**src/rtl/instr_mem_ctrl.sv**
```systemverilog
// Writable instruction memory with a registered, stall/flush-aware fetch port.
// Self-clears to NOP after reset, takes a program through the load port, then serves fetches.
module instr_mem_ctrl #(
   parameter int unsigned N     = 32,
   parameter int unsigned DEPTH = 64,
   parameter int unsigned PC_W  = 32,
   parameter logic [N-1:0] NOP  = '0
) (
   input  logic                     clk,
   input  logic                     rst_n,
   input  logic                     prog_we,
   input  logic [$clog2(DEPTH)-1:0] prog_addr,
   input  logic [N-1:0]             prog_data,
   input  logic                     prog_done,
   input  logic                     prog_enter,
   input  logic [PC_W-1:0]          pc,
   input  logic                     fetch_req,
   input  logic                     stall,
   input  logic                     flush,
   output logic [N-1:0]             instr,
   output logic                     instr_valid,
   output logic                     fetch_fault,
   output logic                     ready,
   output logic                     prog_err
);

   localparam int unsigned AW = $clog2(DEPTH);
   localparam int unsigned IW = PC_W - 2;

   typedef enum logic [1:0] {S_CLEAR, S_PROG, S_RUN} state_t;

   state_t         state_q, state_d;
   logic [AW-1:0]  clr_cnt_q, clr_cnt_d;
   logic [N-1:0]   instr_q, instr_d;
   logic           valid_q, valid_d;
   logic           fault_q, fault_d;
   logic           ready_q, ready_d;
   logic           err_q, err_d;

   logic [N-1:0]   mem [DEPTH];
   logic           mem_we;
   logic [AW-1:0]  mem_waddr;
   logic [N-1:0]   mem_wdata;

   logic           addr_ok;
   logic           pc_fault;
   logic [IW-1:0]  word_idx;
   logic [N-1:0]   rd_data;

   // Zero-extended compares keep power-of-two DEPTH from truncating to zero
   assign addr_ok  = {1'b0, prog_addr} < (AW+1)'(DEPTH);
   assign word_idx = pc[PC_W-1:2];
   assign pc_fault = (pc[1:0] != 2'b00) || (word_idx >= IW'(DEPTH));
   assign rd_data  = mem[word_idx[AW-1:0]];

   always_comb begin
      state_d   = state_q;
      clr_cnt_d = clr_cnt_q;
      instr_d   = instr_q;
      valid_d   = valid_q;
      fault_d   = fault_q;
      err_d     = err_q;
      mem_we    = 1'b0;
      mem_waddr = clr_cnt_q;
      mem_wdata = NOP;

      unique case (state_q)
         S_CLEAR: begin
            mem_we = 1'b1;
            if (clr_cnt_q == AW'(DEPTH - 1)) begin
               state_d   = S_PROG;
               clr_cnt_d = '0;
            end else begin
               clr_cnt_d = clr_cnt_q + AW'(1);
            end
         end
         S_PROG: begin
            if (prog_we) begin
               if (addr_ok) begin
                  mem_we    = 1'b1;
                  mem_waddr = prog_addr;
                  mem_wdata = prog_data;
               end else begin
                  err_d = 1'b1;
               end
            end
            if (prog_done) state_d = S_RUN;
         end
         S_RUN: begin
            if (prog_we)    err_d   = 1'b1;
            if (prog_enter) state_d = S_PROG;
         end
         default: state_d = S_CLEAR;
      endcase

      // Fetch result: flush wins, then leaving RUN, then stall hold, then a fetch
      if (flush) begin
         instr_d = NOP;
         valid_d = 1'b0;
         fault_d = 1'b0;
      end else if (state_q != S_RUN || prog_enter) begin
         valid_d = 1'b0;
         fault_d = 1'b0;
      end else if (!stall) begin
         if (fetch_req) begin
            instr_d = pc_fault ? NOP : rd_data;
            valid_d = 1'b1;
            fault_d = pc_fault;
         end else begin
            valid_d = 1'b0;
            fault_d = 1'b0;
         end
      end
   end

   assign ready_d = (state_d == S_RUN);

   always_ff @(posedge clk or negedge rst_n) begin
      if (!rst_n) begin
         state_q   <= S_CLEAR;
         clr_cnt_q <= '0;
         instr_q   <= NOP;
         valid_q   <= 1'b0;
         fault_q   <= 1'b0;
         ready_q   <= 1'b0;
         err_q     <= 1'b0;
      end else begin
         state_q   <= state_d;
         clr_cnt_q <= clr_cnt_d;
         instr_q   <= instr_d;
         valid_q   <= valid_d;
         fault_q   <= fault_d;
         ready_q   <= ready_d;
         err_q     <= err_d;
      end
   end

   // Storage array carries no reset; the CLEAR sweep initialises it
   always_ff @(posedge clk) begin
      if (mem_we) mem[mem_waddr] <= mem_wdata;
   end

   assign instr       = instr_q;
   assign instr_valid = valid_q;
   assign fetch_fault = fault_q;
   assign ready       = ready_q;
   assign prog_err    = err_q;

endmodule
```
**config.mk**
```make
export PLATFORM = sky130hd
export DESIGN_NAME = instr_mem_ctrl
export DESIGN_NICKNAME = d
export VERILOG_FILES = /design/src/rtl/instr_mem_ctrl.sv
export SDC_FILE = /design/constraint.sdc
export NUM_CORES = 2
export LEC_CHECK = 0
export ABC_CLOCK_PERIOD_IN_PS = 4800
export CAP_MARGIN = 30
export CORE_ASPECT_RATIO = 0.6
export CORE_MARGIN = 2
export CORE_UTILIZATION = 30
export CTS_CLUSTER_SIZE = 12
export DETAILED_ROUTE_END_ITERATION = 6
export MAX_ROUTING_LAYER = met4
export PLACE_DENSITY = 0.43
export SLEW_MARGIN = 10
export SYNTH_ARGS = -nofsm -noshare
export SYNTH_HDL_FRONTEND = slang
export SYNTH_SLANG_ARGS = --single-unit
```
**constraint.sdc**
```tcl
create_clock -name clk -period 4.8 [get_ports clk]
set_clock_uncertainty 0.2 [all_clocks]
set_input_delay 0.48 -clock clk [delete_from_list [all_inputs] [get_ports clk]]
set_output_delay 0.48 -clock clk [all_outputs]
set_load 0.02 [all_outputs]
```
==> results summary <==
The total clock buffers created by CTS is 208. The flip-flop and latch area came out at 0.0626 sq mm. The worst register-to-register path begins at state_q[1]$_DFF_PN0_. Synthesis produced a netlist whose cell count is 3715. The area share of the leading cell type in the synthesized netlist came out at 76.0%. Sequential cells were found to cover 77.3% of the synthesized design area.

The minimum setup slack in the final design came out at 704 ps. The number of global-route vias before repair is 39800. For this run, asynchronously set or reset flops after synthesis account for 2.10%. In this run the cell area of the synthesized design comes to 0.0810 sq mm. STA classifies the critical path endpoint as a register. The largest total area in the synthesized netlist belongs to edfxtp_1. The flow ran to the end, and the final reports show no timing, DRC or antenna violations.

The type of element launching the critical path is a register. For this run, the total global-route usage over all layers was measured as 19.5%. The placeable core region came out at 0.268 sq mm. The average routed wire per standard cell came out at 33.5 microns. In this run the worst path has a maximum fanout of 18. The post-route fraction of the period consumed by the critical path came out at 85.3%. The wire length after detailed routing came out at 261000 microns. The average instance area after synthesis is 21.8 sq um. The total setup buffers inserted after CTS is 0. The detailed-router iteration count before antenna repair came out at 6. The instance area after placement came out at 0.0888 sq mm. The power density over the cells is 452 mW/mm^2. The maximum level of the CTS H-tree is 4.

The slew at the pin closest to its max-slew limit came out at 1170 ps. The I/O pin total came out at 114. Setup repair after global routing left no endpoint under its margin. The cell sitting at the root of the clock tree is a clkbuf_16. The max capacitance violation total is 0.

The number of setup violations in the final report is 0. The worst hold slack across all endpoints is 118 ps. In this run the critical register-to-register path is captured at instr[26]$_DFFE_PN0P_. The tree built by TritonCTS fans out to 2092 sinks. The post-synthesis sequential element count came out at 2092. The net count after synthesis came out at 3794. Counting along the longest clock path gives a buffer depth of 4. The cell with the most instances after synthesis is edfxtp_1. Summing internal, switching and leakage power gives 42.9 mW.

The number of placement rows came out at 147. The area occupied by multi-input gates came out at 0.0176 sq mm. The fill cell total of the finished layout is 24600. The final critical-path required period came out at 4100 ps. The critical path required time is 5370 ps. The clock latency at the later pin of the worst-skew pair came out at 860 ps. The total grt overflow is 0. The utilization after layout is 35.4%.

The CTS tree is done. The number of distinct library cells after synthesis is 65. OpenSTA, run right after detailed placement, puts the worst setup slack at 265 ps.

The layout overhead on the synthesized area came out at 17.1%. The initial antenna violation count was 29. The initial standard-cell utilization of the core came out at 30.2%. The x dimension of the die is 675 microns.

In the routed layout, each cell is associated on average with a via count of 5.22. For this run, the top clock speed supported by timing is 244 MHz. The global-route wire length before repair came out at 355000 microns.

The count of cells along the worst register-to-register path is 7. The number of design rule violations left after detail routing is 0. Clock-pin slew was measured on the worst setup and hold paths at 60 ps. The fraction of layout instances using a drive strength above 1 is 26.2%. The cell area after layout is 0.0948 sq mm.

The final estimated routing congestion in global placement came out at 0.835. The setup slack of the most critical reg-to-reg path came out at 700 ps. The hold violation count in the final report came out at 0. The total number of nets in the final design is 4201. The reported leakage power is 31.0 nW.

The count of synthesis-stage warnings from yosys is 0. The final standard cell count with taps included and fillers excluded came out at 7806. The quantity of I/O buffers inserted on ports came out at 113. For the worst setup path, the data arrival time is 4660 ps. Ranked by total cell area, the synthesized netlist is headed by edfxtp_1 (76%), mux4_2 (13%), mux2i_1 (3.2%). The total negative slack is 0 ps. The y dimension of the die came out at 406 microns. The total instance count after detailed placement came out at 7479.

The global routing's busiest layer is met1. The number of enable flip-flop cells after synthesis came out at 2048. Entering global routing, the biggest net connects 65 pins. The max-slew violation count came to 0. The die covers 0.274 sq mm.

The met2 track demand over resource in global routing came out at 26.4%. Among all flip-flop cells after synthesis, the most frequent one is edfxtp_1. The global routing met3 resource utilization is 3.70%. The commonest cells after synthesis are edfxtp_1 (2048), mux4_2 (457), mux2i_1 (256). The highest ir drop seen on vdd came out at 0.000253 V. The HPWL reported at the end of detailed placement is 160000 microns. The headroom to the max-slew limit came out at 22.1%. The startpoint-to-endpoint class of the critical path is reg -> reg. The global-route met1 utilization is 30.4%. The tightest min-delay check is of the in -> async type. Once detail routing completed, the nets flagged for antenna violations numbered 0.

The number of DRC markers in iteration 0 is 5418. The detailed-route via count came out at 40700.
[cell families after synthesis]
logic type,count (synthesis),synth area share [%]
muxes,732,16.1
and+or+nand+nor,321,1.93
buffers and inverters,212,1.63
DFF,2092,77.3
AOI/OAI and AO/OA,355,2.95
xor gates and xnor gates,2,0.0216
adders and majority gates,1,0.0154
[worst max-delay path, stage by stage (launching register included)]
cell and delay (ps):
dfrtp_1 550, nor3b_2 480, nand2b_1 230, or4_1 450
buf_4 280, a221oi_1 960, o21ai_0 510, o21ai_0 300
[power breakdown]
group,leakage (nW),switching (mW),internal (mW)
Clock,2.84,6.78,8.26
Sequential,20.3,0.286,21.8
Combinational,7.92,4.12,1.60
Total,31.0,11.2,31.7
[sequential cells by signal, summed over array words and instances (netlist names)]
name         count
clr_cnt_q        6
fetch_fault      1
instr           32
instr_valid      1
mem           2048
prog_err         1
ready            1
state_q          2
[final cells by class]
cell class	instances	share of cell area, %
Timing Repair Buffer	402	4.43
Clock inverter	18	0.141
Clock buffer	296	6.04
Inverter	7	0.0304
Multi-Input combinational cell	1411	18.6
Sequential cell	2092	66.0
Tap cell	3576	4.72
Antenna cell	4	0.0106
[worst max-delay path by stage]
| stage | start | end | slack (ps) | depth (start not counted) |
|---|---|---|---|---|
| floorplan | state_q[0]$_DFF_PN0_ | mem[33][0]$_DFFE_PP_ | 1060 | 10 |
| global placement | prog_enter | instr[26]$_DFFE_PN0P_ | 310 | 8 |
| detailed placement | prog_enter | instr[26]$_DFFE_PN0P_ | 270 | 8 |
| CTS | state_q[1]$_DFF_PN0_ | instr[26]$_DFFE_PN0P_ | 590 | 7 |
| global route | state_q[1]$_DFF_PN0_ | instr[26]$_DFFE_PN0P_ | 510 | 7 |
| finish | state_q[1]$_DFF_PN0_ | instr[26]$_DFFE_PN0P_ | 700 | 7 |
[timing repair]
action / in CTS / in global routing
resized for setup: 0 / 0
hold buffers: 4 / 0
endpoints found under the setup margin: 0 / 0
endpoints found under the hold margin: 48 / 0
[layer usage]
layer,part of all wire (%),up-vias,wire length (microns)
li1,-,16400,-
met4,1.6,0,4140
met1,49,22400,129000
met3,7.7,272,20200
met2,41,1598,108000
met5,0,-,0
[placed cells by master, fill, tap and decap left out, drive strengths merged, types with 6 or more instances in the layout]
cell	instances
a211oi	34
a21oi	56
a221oi	38
a22o	13
a22oi	34
a31oi	6
and3	33
buf	290
clkbuf	298
clkdlybuf4s50	106
clkinv	14
dfrtp	44
edfxtp	2048
inv	8
mux2	19
mux2i	256
mux4	457
nand2	89
nand2b	7
nand3	18
nand3b	6
nor2	93
nor2b	34
nor3	8
nor4	9
o21ai	75
o221ai	6
o22ai	45
o31ai	13
or3	11
Power figures use the tool's default switching activity.
